`src/rtl/mac_seq_pkg.sv`:
```
// Shared constants for the mac dot-product sequencer: widths, FSM encodings
// and the operand drive used whenever no pair is being transferred.
package mac_seq_pkg;

  localparam int DATA_W_DEF = 8;
  localparam int LEN_W_DEF  = 8;

  localparam logic [1:0] ST_IDLE  = 2'd0;
  localparam logic [1:0] ST_RUN   = 2'd1;
  localparam logic [1:0] ST_DRAIN = 2'd2;
  localparam logic [1:0] ST_DONE  = 2'd3;

  // Hold drive: zero operands with accumulate set leaves mac_out unchanged.
  localparam logic MAC_HOLD_ACC = 1'b1;

endpackage

```
`src/rtl/mac_seq_ctrl.sv`:
```
// Sequencer for one mac dot-product job: start/len in, N operand pairs in,
// captured sum out. Optional abort input enabled by MAC_SEQ_ABORT_EN.
//
// Handshakes: a transfer happens on any rising edge where valid & ready are
// both high. in_ready never depends on in_valid; result_valid stays high and
// result stays stable until result_ready is seen.
module mac_seq_ctrl
  import mac_seq_pkg::*;
#(
  parameter int DATA_W = DATA_W_DEF,
  parameter int LEN_W  = LEN_W_DEF
) (
  input  logic              clk,
  input  logic              reset_n,
`ifdef MAC_SEQ_ABORT_EN
  input  logic              abort,
`endif
  input  logic              start,
  input  logic [LEN_W-1:0]  vec_len,
  output logic              busy,
  input  logic              in_valid,
  output logic              in_ready,
  input  logic [DATA_W-1:0] in_a,
  input  logic [DATA_W-1:0] in_b,
  output logic [DATA_W-1:0] mac_a,
  output logic [DATA_W-1:0] mac_b,
  output logic              mac_acc,
  input  logic [DATA_W-1:0] mac_out,
  output logic [DATA_W-1:0] result,
  output logic              result_valid,
  input  logic              result_ready,
  output logic [1:0]        state_dbg
);

  logic [1:0]        state_q, state_d;
  logic [LEN_W-1:0]  len_q, len_d;
  logic [LEN_W-1:0]  cnt_q, cnt_d;
  logic [DATA_W-1:0] result_q, result_d;
  logic              result_valid_q, result_valid_d;
  logic              abort_hit;
  logic              xfer;

`ifdef MAC_SEQ_ABORT_EN
  assign abort_hit = abort && ((state_q == ST_RUN) || (state_q == ST_DRAIN));
`else
  assign abort_hit = 1'b0;
`endif

  assign in_ready = (state_q == ST_RUN) && !abort_hit;
  assign xfer     = in_valid && in_ready;

  // First pair loads the raw product, later pairs accumulate.
  always_comb begin
    mac_a   = '0;
    mac_b   = '0;
    mac_acc = MAC_HOLD_ACC;
    if (xfer) begin
      mac_a   = in_a;
      mac_b   = in_b;
      mac_acc = (cnt_q != '0);
    end
  end

  always_comb begin
    state_d        = state_q;
    len_d          = len_q;
    cnt_d          = cnt_q;
    result_d       = result_q;
    result_valid_d = result_valid_q;
    case (state_q)
      ST_IDLE: begin
        if (start) begin
          if (vec_len != '0) begin
            len_d   = vec_len;
            cnt_d   = '0;
            state_d = ST_RUN;
          end else begin
            result_d       = '0;
            result_valid_d = 1'b1;
            state_d        = ST_DONE;
          end
        end
      end
      ST_RUN: begin
        if (xfer) begin
          cnt_d = cnt_q + LEN_W'(1);
          if (cnt_q == len_q - LEN_W'(1)) state_d = ST_DRAIN;
        end
      end
      ST_DRAIN: begin
        // The last product landed in mac_out on the previous edge.
        result_d       = mac_out;
        result_valid_d = 1'b1;
        state_d        = ST_DONE;
      end
      ST_DONE: begin
        if (result_ready) begin
          result_valid_d = 1'b0;
          state_d        = ST_IDLE;
        end
      end
      default: state_d = ST_IDLE;
    endcase
    if (abort_hit) begin
      state_d        = ST_IDLE;
      cnt_d          = '0;
      result_d       = result_q;
      result_valid_d = result_valid_q;
    end
  end

  always_ff @(posedge clk or negedge reset_n) begin
    if (!reset_n) begin
      state_q        <= ST_IDLE;
      len_q          <= '0;
      cnt_q          <= '0;
      result_q       <= '0;
      result_valid_q <= 1'b0;
    end else begin
      state_q        <= state_d;
      len_q          <= len_d;
      cnt_q          <= cnt_d;
      result_q       <= result_d;
      result_valid_q <= result_valid_d;
    end
  end

  assign busy         = (state_q != ST_IDLE);
  assign result       = result_q;
  assign result_valid = result_valid_q;
  assign state_dbg    = state_q;

endmodule

```
`config.mk`:
```
export PLATFORM = sky130hd
export DESIGN_NAME = mac_seq_ctrl
export DESIGN_NICKNAME = d
export VERILOG_FILES = /design/src/rtl/mac_seq_pkg.sv /design/src/rtl/mac_seq_ctrl.sv
export SDC_FILE = /design/constraint.sdc
export NUM_CORES = 1
export LEC_CHECK = 0
export CELL_PAD_IN_SITES_DETAIL_PLACEMENT = 1
export CELL_PAD_IN_SITES_GLOBAL_PLACEMENT = 1
export CORE_MARGIN = 2
export CORE_UTILIZATION = 32
export CTS_CLUSTER_SIZE = 8
export DETAILED_ROUTE_END_ITERATION = 8
export PLACE_DENSITY = 0.79
export SETUP_SLACK_MARGIN = 0.4
export SLEW_MARGIN = 30
export SYNTH_ARGS = -nofsm -noshare
export SYNTH_HDL_FRONTEND = slang
export SYNTH_SLANG_ARGS = --single-unit
```
`constraint.sdc`:
```
create_clock -name clk -period 2.7 [get_ports clk]
set_clock_uncertainty 0.2 [all_clocks]
set_input_delay 0.405 -clock clk [delete_from_list [all_inputs] [get_ports clk]]
set_output_delay 0.405 -clock clk [all_outputs]
set_load 0.02 [all_outputs]
```
======== Word level (Yosys, flattened, before mapping) ========
Index checks and enable logic that the tools add are counted.
cells by class
  eq/ne operators ......................... 10
  mux-type cells .......................... 20
  $add $sub $neg .......................... 2
  reduce and logical (&&, ||, !) cells .... 13
operator list
  cell                   count
  $mux W8                7
  $pmux W8 S2            2
  $reduce_bool A8 Y1     2
  $reduce_and A4 Y1      3
  $mux W2                5
  $add A8 B1 Y8 const B  1
  $eq A8 B8 Y1           1
  $ne A2 B2 Y1 const B   4
  $pmux W2 S4            1
  $sub A8 B1 Y8 const B  1
  $reduce_and A3 Y1      2
  $reduce_bool A2 Y1     3
  $eq A2 B2 Y1 const B   2
  $mux W1                4
  $ne A2 B1 Y1 const B   2
  $pmux W1 S3            1
  $reduce_bool A3 Y1     1
  $eq A2 B1 Y1 const B   1
  $logic_not A2 Y1       1
  $logic_and A1 B1 Y1    1
word-level totals
  register bits ........................... 27
  input port bits ......................... 37

======== Logic depth before layout (Yosys ltp) ========
Gate-level depths: netlist (run 1).
  depth in word-level cells ............... 5
  depth in mapped cells ................... 8
  mapped depth without buffers ............ 8

======== Worst setup path after synthesis (run 1) ========
OpenSTA, ideal clock, no wires.
  path type ............................... flip-flop to flip-flop
  start point ............................. register state_q[1] (netlist: state_dbg[1])
  end point ............................... register cnt_q[7]
  cell stages (with the launch flop) ...... 9
  data required time ...................... 2.372 ns
  path slack .............................. 0.131 ns
  library setup time ...................... 0.128 ns
  data arrival time ....................... 2.240 ns
  buffers on the path ..................... 0
  cell sequence ........................... dfrtp_1 inv_1 ha_1 inv_1 nand2_1 a2111oi_0 nand3_1 xor2_1 nor2_1
on the way
  word-level cells in the longest chain between the ends .. 4
  elaborated cells on any way between the ends .. 9
  classes of those cells .................. 4 x eq/ne; 1 x mux; 4 x reduce/logical
ends and longest elaborated chain
  element                      line                                    RTL
  start, declared              mac_seq_ctrl.sv:35                      logic [1:0] state_q, state_d;
  start signal, assigned       mac_seq_ctrl.sv:120                     state_q <= state_d;
  $eq A2 B1 Y1                 mac_seq_ctrl.sv:49, mac_seq_ctrl.sv:70
  $logic_and A1 B1 Y1          mac_seq_ctrl.sv:50                      assign xfer = in_valid && in_ready;
  $ne A2 B1 Y1 (no line)       --
  $reduce_and A4 Y1 (no line)  --
  end signal, assigned         mac_seq_ctrl.sv:122                     cnt_q <= cnt_d;
  end, declared                mac_seq_ctrl.sv:37                      logic [LEN_W-1:0] cnt_q, cnt_d;
Parallel ways exist; a longest one is shown, timed or not.
A chain may end at the register's enable or synchronous reset.

======== Final worst setup path (run 1) ========
  start point ............................. register len_q[0]
  end point ............................... register state_q[1] (netlist: state_dbg[1])
on the way
  word-level cells in the longest chain between the ends .. 4
ends and longest elaborated chain
  element                      line                 RTL
  start, declared              mac_seq_ctrl.sv:36   logic [LEN_W-1:0] len_q, len_d;
  start signal, assigned       mac_seq_ctrl.sv:121  len_q <= len_d;
  $sub A8 B1 Y8                mac_seq_ctrl.sv:87   if (cnt_q == len_q - LEN_W'(1)) state_d = ST_DRAIN;
  $eq A8 B8 Y1                 mac_seq_ctrl.sv:87
  $ne A2 B1 Y1 (no line)       --
  $reduce_and A4 Y1 (no line)  --
No other way between the ends.

==> reports/metrics.sh, run 1 <==
MULTIINPUTGATEAREA_UM2=1130
POWER.LEAKAGE_uW=0.00141
WORST_SLEW_PIN_SLEW_NS=0.581
GRT_FIRST_PASS_WIRELENGTH_UM=8880
FINAL_CELLS=362
POST_ROUTE_CELLS_DRIVE_ABOVE_1_SHARE=0.183
GRT.OVERFLOW.TOTAL=0
CTS.ROOT.BUFFER_CELL='sky130_fd_sc_hd__clkbuf_8'
YS_SEQ_ELEMENTS=27
COUNT_OF_FLIP_FLOPS_WITH_A_BUILT_IN_ENABLE_AFTER_SYNTHESIS=0
FMAX_MHz=437
DRT-WIRELENGTH-PER-CELL_UM=15.2
TRACK_USAGE=0.181
CLKLATENCYLATEPIN_NS=0.28
NUMCLOCKSINKS=27
IO_BUFFER_COUNT=66
CRIT_TYPE='flop to flop'
DETAILROUTE.VIA_COUNT=1809
MAPPEDNETLISTAREA_UM2=1770
CORE_AREA_UM2=5440
SYNTH_CELL_TYPE_COUNT=40
SEQ_AREA_UM2=678
CP_SLOWEST_CELL='sky130_fd_sc_hd__or4_1'
ANTENNA_LEFT=0
DIE-WIDTH_UM=78.4
PATH_BUF_INV=2
SETUP_SLACK_NS=0.414
SYN_INST=211
DETAIL_ROUTE.VIAS_PER_CELL=5.00
PLACE.GP.CONGESTION=0.787
TIMING.FINAL.MAX_SLEW_VIOLATIONS=0
TIMING.HOLD.WORST.CLASS='input port to async pin'
N_ANTENNA_CELL=0
OUTCOME='complete, no violations'
ANTENNA_FOUND_INITIAL=0
CLOCK_TREE.HTREE_LEVEL_COUNT=1
POWER_DENSITY_nW_PER_UM2=977
FIN_NETS=336
WORST-R2R-SETUP-SLACK_NS=0.41
SLEW-LIMIT-HEADROOM=0.613
PLACEMENTROWS=27
REQUIRED_NS=2.72
PIN_COUNT_OF_THE_BIGGEST_NET_ENTERING_GLOBAL_ROUTING=28
LAYOUT-AREA-OVERHEAD-VS-SYNTH_PCT=56.7
DRT-INITIAL-DRC-COUNT=50
SYNTH_WARNINGS=0
DRT_PASS1_ITERATIONS=4
CP-END-KIND='flop'
SYNTHESIS.AREA_PER_INSTANCE_UM2=8.40
FLOORPLAN.DIE_AREA_UM2=6150
SYN_NETS=256
CPLARGESTDELAYFAMILY='simple AND/OR/NAND/NOR gates'
DRC=0
REG2REG_DEPTH=9
POWER_uW=2710
DETAILED_PLACEMENT_WIRELENGTH_ESTIMATE_UM=4040
SYNTHFLOPTYPE='sky130_fd_sc_hd__dfrtp_1'
R2R_PATH_START='len_q[0]'
TIMING.FINAL.HOLD_VIOLATIONS=0
IO_PINS=67
SETUP_TOTAL_NEGATIVE_SLACK_NS=0
VDD_IR_DROP_MAX_V=0.000525
MAX-CAP-VIOLATIONS=0
CTS-ROOT-TO-SINK-BUFFERS=2
FINALWIRELENGTH_UM=5500
FINAL_PERIOD_MINUS_WORST_SETUP_SLACK_NS=2.29
SYNTH-SEQ-AREA-SHARE=0.381
CRITPATHMAXFANOUT=3
CTS_TREE='built'
VIAS_IN_THE_FIRST_GLOBAL_ROUTE=1856
SETUP_CRIT_START_KIND='flop'
FILLERS=636
START_UTIL=0.326
RSZ0062_AT_GRT='true'
CELLS_ALONG_THE_CRITICAL_PATH='inv_1 > ha_1 > nor3b_2 > buf_4 > xor2_1 > o22ai_1 > o21ai_2 > or4_1 > nand3_1'
WORST_SETUP_HOLD_PATH_CLK_SLEW_NS=0.10
DIE_H_UM=78.4
CRITICAL_PATH.REG2REG.ENDPOINT='state_dbg[1]'
CTS_MADE_BUFFERS=3
SYNTH_ASYNC_SR_FLOP_SHARE=1.00
PLACE_INST=350
FINALCRITPERIODSHARE=0.847
PRECTSSETUPSLACK_NS=-0.0666
WORST_EP_ARRIVAL_TIME_NS=2.31
FINAL-SETUP-VIOL-COUNT=0
CRITICAL-PATH-MAX-STAGE-DELAY_NS=0.51
cells in the mapped netlist, types with 2 or more instances:
master	count	area (µm²)
sky130_fd_sc_hd__nand2_1	47	176
sky130_fd_sc_hd__dfrtp_1	27	676
sky130_fd_sc_hd__and3_1	18	113
sky130_fd_sc_hd__o21ai_0	14	70.1
sky130_fd_sc_hd__nor2_1	12	45.0
sky130_fd_sc_hd__nand3_1	10	50.1
sky130_fd_sc_hd__xnor2_1	9	78.8
sky130_fd_sc_hd__clkbuf_1	8	30.0
sky130_fd_sc_hd__ha_1	8	100
sky130_fd_sc_hd__inv_1	8	30.0
sky130_fd_sc_hd__a21oi_1	5	25.0
sky130_fd_sc_hd__xor2_1	5	43.8
sky130_fd_sc_hd__a22o_1	4	35.0
sky130_fd_sc_hd__mux2i_1	3	30.0
sky130_fd_sc_hd__nor3_1	3	15.0
sky130_fd_sc_hd__or4_1	3	22.5
sky130_fd_sc_hd__nand2b_1	2	12.5
sky130_fd_sc_hd__nor3b_1	2	15.0
sky130_fd_sc_hd__o221ai_1	2	17.5
metal layers:
metal  vias to the layer above  routed length, µm  part of all wire  track usage
li1                        891                  -                 -            -
met1                       880               2360              0.43        0.220
met2                        33               2930              0.53        0.337
met3                         5                167             0.030       0.0299
met4                         0                 36            0.0066       0.0351
met5                         -                  0                 0            0
kinds of logic (layout without fill, tap and decap cells):
family          after synthesis  in the layout  synth area share
buf+inv                      17             96            0.0417
flops                        27             27             0.381
compound gates               31             31             0.110
xor+xnor                     14             14            0.0692
simple gates                111            111             0.324
fa+ha+maj                     8              8            0.0565
mux                           3              3            0.0169
flip-flops by register name, summed over array words and instances (netlist names):
register and cells:
cnt_q 8, result_valid 1, state_dbg 2, len_q 8, result 8
placed cells by master, fill, tap and decap left out, types with 2 or more instances in the layout:
cell / synthesis / layout
sky130_fd_sc_hd__nor3_1: 3 / 3
sky130_fd_sc_hd__dfrtp_2: 0 / 2
sky130_fd_sc_hd__nor3b_2: 0 / 2
sky130_fd_sc_hd__a22o_1: 4 / 4
sky130_fd_sc_hd__xor2_1: 5 / 5
sky130_fd_sc_hd__dfrtp_1: 27 / 25
sky130_fd_sc_hd__and3_1: 18 / 18
sky130_fd_sc_hd__nand2_1: 47 / 47
sky130_fd_sc_hd__a21oi_1: 5 / 4
sky130_fd_sc_hd__clkdlybuf4s50_1: 0 / 47
sky130_fd_sc_hd__or4_4: 1 / 3
sky130_fd_sc_hd__nor2_1: 12 / 11
sky130_fd_sc_hd__clkbuf_8: 1 / 3
sky130_fd_sc_hd__inv_1: 8 / 5
sky130_fd_sc_hd__o21ai_0: 14 / 13
sky130_fd_sc_hd__o221ai_1: 2 / 2
sky130_fd_sc_hd__nand3_1: 10 / 10
sky130_fd_sc_hd__inv_2: 0 / 3
sky130_fd_sc_hd__xnor2_1: 9 / 9
sky130_fd_sc_hd__buf_4: 0 / 18
sky130_fd_sc_hd__mux2i_1: 3 / 3
sky130_fd_sc_hd__ha_4: 0 / 2
sky130_fd_sc_hd__dlygate4sd2_1: 0 / 2
sky130_fd_sc_hd__dlymetal6s2s_1: 0 / 11
sky130_fd_sc_hd__clkbuf_2: 0 / 5
sky130_fd_sc_hd__ha_1: 8 / 6
worst max-delay path by stage:
stage,startpoint,endpoint,slack [ns],cells after the start
floorplan,len_q[0],state_dbg[1],0.44,8
global placement,vec_len[2],result[7],0.13,6
detailed placement,vec_len[0],result[3],-0.07,6
CTS,state_dbg[1],mac_a[2],0.18,4
global route,len_q[0],state_dbg[1],0.33,9
finish,len_q[0],state_dbg[1],0.41,9
metrics by stage:
step | cell area [µm²] | hold slack, ns | util
global placement | 2560 | 0.262 | 0.471
global route | 2780 | 0.323 | 0.510
finish | 2780 | 0.283 | 0.510
floorplan | 1780 | -0.0906 | -
detailed placement | 2560 | 0.275 | 0.471
CTS | 2680 | 0.298 | 0.493
cell type report:
cell class	count	area share
multi-input combinational	167	0.409
timing repair buffer	84	0.287
clock buffer	3	0.0149
inverter	8	0.0108
clock inverter	1	0.00180
sequential	27	0.244
tap	72	0.0324
where the power goes:
part | leakage (µW) | internal (µW) | switching [µW] | total, µW
registers | 0.000350 | 565 | 181 | 746
logic | 0.00104 | 808 | 917 | 1720
clock network | 0.0000255 | 104 | 137 | 240
total | 0.00141 | 1480 | 1230 | 2710
timing repair:
item / in CTS / in global routing
pin swaps: 8 / 5
endpoints found under the setup margin: 32 / 28
gates resized for setup: 16 / 33
setup buffers: 2 / 6
hold buffers: 0 / 0
Note: power is estimated with default switching activity, not from simulation.
==> run 2: changes to the inputs <==
--- a/config.mk
+++ b/config.mk
@@ -8,10 +8,10 @@
 export CELL_PAD_IN_SITES_DETAIL_PLACEMENT = 1
 export CELL_PAD_IN_SITES_GLOBAL_PLACEMENT = 1
 export CORE_MARGIN = 2
-export CORE_UTILIZATION = 32
+export CORE_UTILIZATION = 29
 export CTS_CLUSTER_SIZE = 8
 export DETAILED_ROUTE_END_ITERATION = 8
-export PLACE_DENSITY = 0.79
+export PLACE_DENSITY = 0.75
 export SETUP_SLACK_MARGIN = 0.4
 export SLEW_MARGIN = 30
 export SYNTH_ARGS = -nofsm -noshare
==> constraint.sdc (replaced) <==
create_clock -name clk -period 1.92 [get_ports clk]
set_clock_uncertainty 0.2 [all_clocks]
set_input_delay 0.288 -clock clk [delete_from_list [all_inputs] [get_ports clk]]
set_output_delay 0.288 -clock clk [all_outputs]
set_load 0.02 [all_outputs]
==> reports/metrics.sh, run 2 (synthesis gave the netlist of run 1 again) <==
WORST-R2R-SETUP-SLACK_NS=-0.34
DIE-WIDTH_UM=82.2
FMAX_MHz=443
ANTENNA_LEFT=0
DRT_PASS1_ITERATIONS=4
RSZ0062_AT_GRT='true'
PIN_COUNT_OF_THE_BIGGEST_NET_ENTERING_GLOBAL_ROUTING=28
VIAS_IN_THE_FIRST_GLOBAL_ROUTE=2326
CRIT_TYPE='flop to flop'
FLOORPLAN.DIE_AREA_UM2=6750
LAYOUT_COMMONEST_CELL='sky130_fd_sc_hd__buf_6'
PLACEMENTROWS=28
FINAL-SETUP-VIOL-COUNT=33
NUMCLOCKSINKS=27
TRACK_USAGE=0.244
GRT_FIRST_PASS_WIRELENGTH_UM=12300
FIN_NETS=391
WORST_SLEW_PIN_SLEW_NS=0.472
POWER_DENSITY_nW_PER_UM2=1540
SLEW-LIMIT-HEADROOM=0.683
REQUIRED_NS=1.94
IO_PINS=67
TIMING.FINAL.MAX_SLEW_VIOLATIONS=0
N_ANTENNA_CELL=0
FINAL_PERIOD_MINUS_WORST_SETUP_SLACK_NS=2.26
HOLD_PATH_DEPTH=3
CORE_AREA_UM2=5920
DETAIL_ROUTE.VIAS_PER_CELL=5.24
START_UTIL=0.299
TIMING.HOLD.WORST.CLASS='input port to flop'
SETUP_SLACK_NS=-0.339
CRITPATHMAXFANOUT=4
PRECTSSETUPSLACK_NS=-0.526
CTS_TREE='built'
WORST_EP_ARRIVAL_TIME_NS=2.28
POST-ROUTE-UTIL=0.616
VIOLATED_CHECKS='negative setup slack'
DIE_H_UM=82.2
DETAILROUTE.VIA_COUNT=2200
CLOCK_TREE.HTREE_LEVEL_COUNT=1
DRT-WIRELENGTH-PER-CELL_UM=20.3
FINALWIRELENGTH_UM=8520
CP-END-KIND='flop'
DETAILED_PLACEMENT_WIRELENGTH_ESTIMATE_UM=4730
TIMING.FINAL.HOLD_VIOLATIONS=0
OUTCOME='finished with violations'
MAX-CAP-VIOLATIONS=0
POWER.LEAKAGE_uW=0.00162
VDD_IR_DROP_MAX_V=0.000683
DRT-INITIAL-DRC-COUNT=64
POWER_uW=5620
POST_ROUTE_CELLS_DRIVE_ABOVE_1_SHARE=0.545
CTS-ROOT-TO-SINK-BUFFERS=2
IO_BUFFER_COUNT=66
PLACE.GP.CONGESTION=0.793
WORST_SETUP_HOLD_PATH_CLK_SLEW_NS=0.10
FINALCRITPERIODSHARE=1.18
CTS_MADE_BUFFERS=3
CTS.ROOT.BUFFER_CELL='sky130_fd_sc_hd__clkbuf_8'
REG2REG_DEPTH=6
CLKLATENCYLATEPIN_NS=0.28
SETUP_CRIT_START_KIND='flop'
DRC=0
LAYOUT-AREA-OVERHEAD-VS-SYNTH_PCT=106
ANTENNA_FOUND_INITIAL=0
LAYOUT_COMMON_CELLS='44 x sky130_fd_sc_hd__buf_6, 43 x sky130_fd_sc_hd__buf_4, 33 x sky130_fd_sc_hd__nand2_1'
GRT.OVERFLOW.TOTAL=0
[run 2: timing repair]
action,4_1_cts,5_1_grt
hold endpoints to repair,0,1
hold buffers,0,1
setup endpoints to repair,57,53
gates resized for setup,208,47
setup buffers,19,6
cloned,2,1
pin swaps,29,24
[run 2: final cells by class]
| type | instances | area (µm²) |
|---|---|---|
| fill | 643 | 2270 |
| timing repair buffer | 138 | 1350 |
| sequential | 27 | 678 |
| inverter | 8 | 40.0 |
| tap | 75 | 93.8 |
| clock inverter | 1 | 5.00 |
| clock buffer | 3 | 41.3 |
| multi-input combinational | 168 | 1440 |
[run 2: critical path, cell delays in order (launching register included)]
cell	delay, ns
sky130_fd_sc_hd__dfrtp_1	0.42
sky130_fd_sc_hd__or4_4	0.57
sky130_fd_sc_hd__and4bb_1	0.30
sky130_fd_sc_hd__nor3b_2	0.06
sky130_fd_sc_hd__and2_4	0.15
sky130_fd_sc_hd__or4_1	0.42
sky130_fd_sc_hd__nand3_2	0.08
[run 2: metal layers]
layer | global-route usage | wire length [µm]
met5 | 0 | 0
met3 | 0.0315 | 264
met4 | 0.0700 | 257
met2 | 0.466 | 4680
met1 | 0.283 | 3310
[run 2: where the power goes]
group | switching (µW) | internal, µW | total [µW]
sequential | 203 | 795 | 998
clock | 194 | 146 | 340
combinational | 2070 | 2210 | 4290
[run 2: final timing paths]
path / from / endpoint
worst max register to register: len_q[1] / state_dbg[1]
worst min register to register: result[5] / result[5]
worst max-delay path: len_q[1] / state_dbg[1]
worst min-delay path: vec_len[3] / len_q[3]
min in group asynchronous: reset_n / result[7]
max in group asynchronous: reset_n / state_dbg[1]
[run 2: stage by stage]
| step | cells | TNS (ns) | hold slack (ns) | area [µm²] |
|---|---|---|---|---|
| finish | 420 | -4.72 | 0.0235 | 3650 |
| floorplan | 211 | -0.603 | -0.208 | 2010 |
| CTS | 412 | -2.68 | 0.0161 | 3430 |
| global route | 420 | -6.73 | 0.0385 | 3650 |
| global placement | 387 | -14.08 | 0.266 | 3010 |
| detailed placement | 387 | -15.51 | 0.284 | 3010 |
==> run 3: changes to the inputs <==
--- a/config.mk
+++ b/config.mk
@@ -5,6 +5,7 @@
 export SDC_FILE = /design/constraint.sdc
 export NUM_CORES = 1
 export LEC_CHECK = 0
+export CAP_MARGIN = 0
 export CELL_PAD_IN_SITES_DETAIL_PLACEMENT = 1
 export CELL_PAD_IN_SITES_GLOBAL_PLACEMENT = 1
 export CORE_MARGIN = 2
==> results of run 3 <==
Final layout, timing and power as in run 2 (identical DEF).
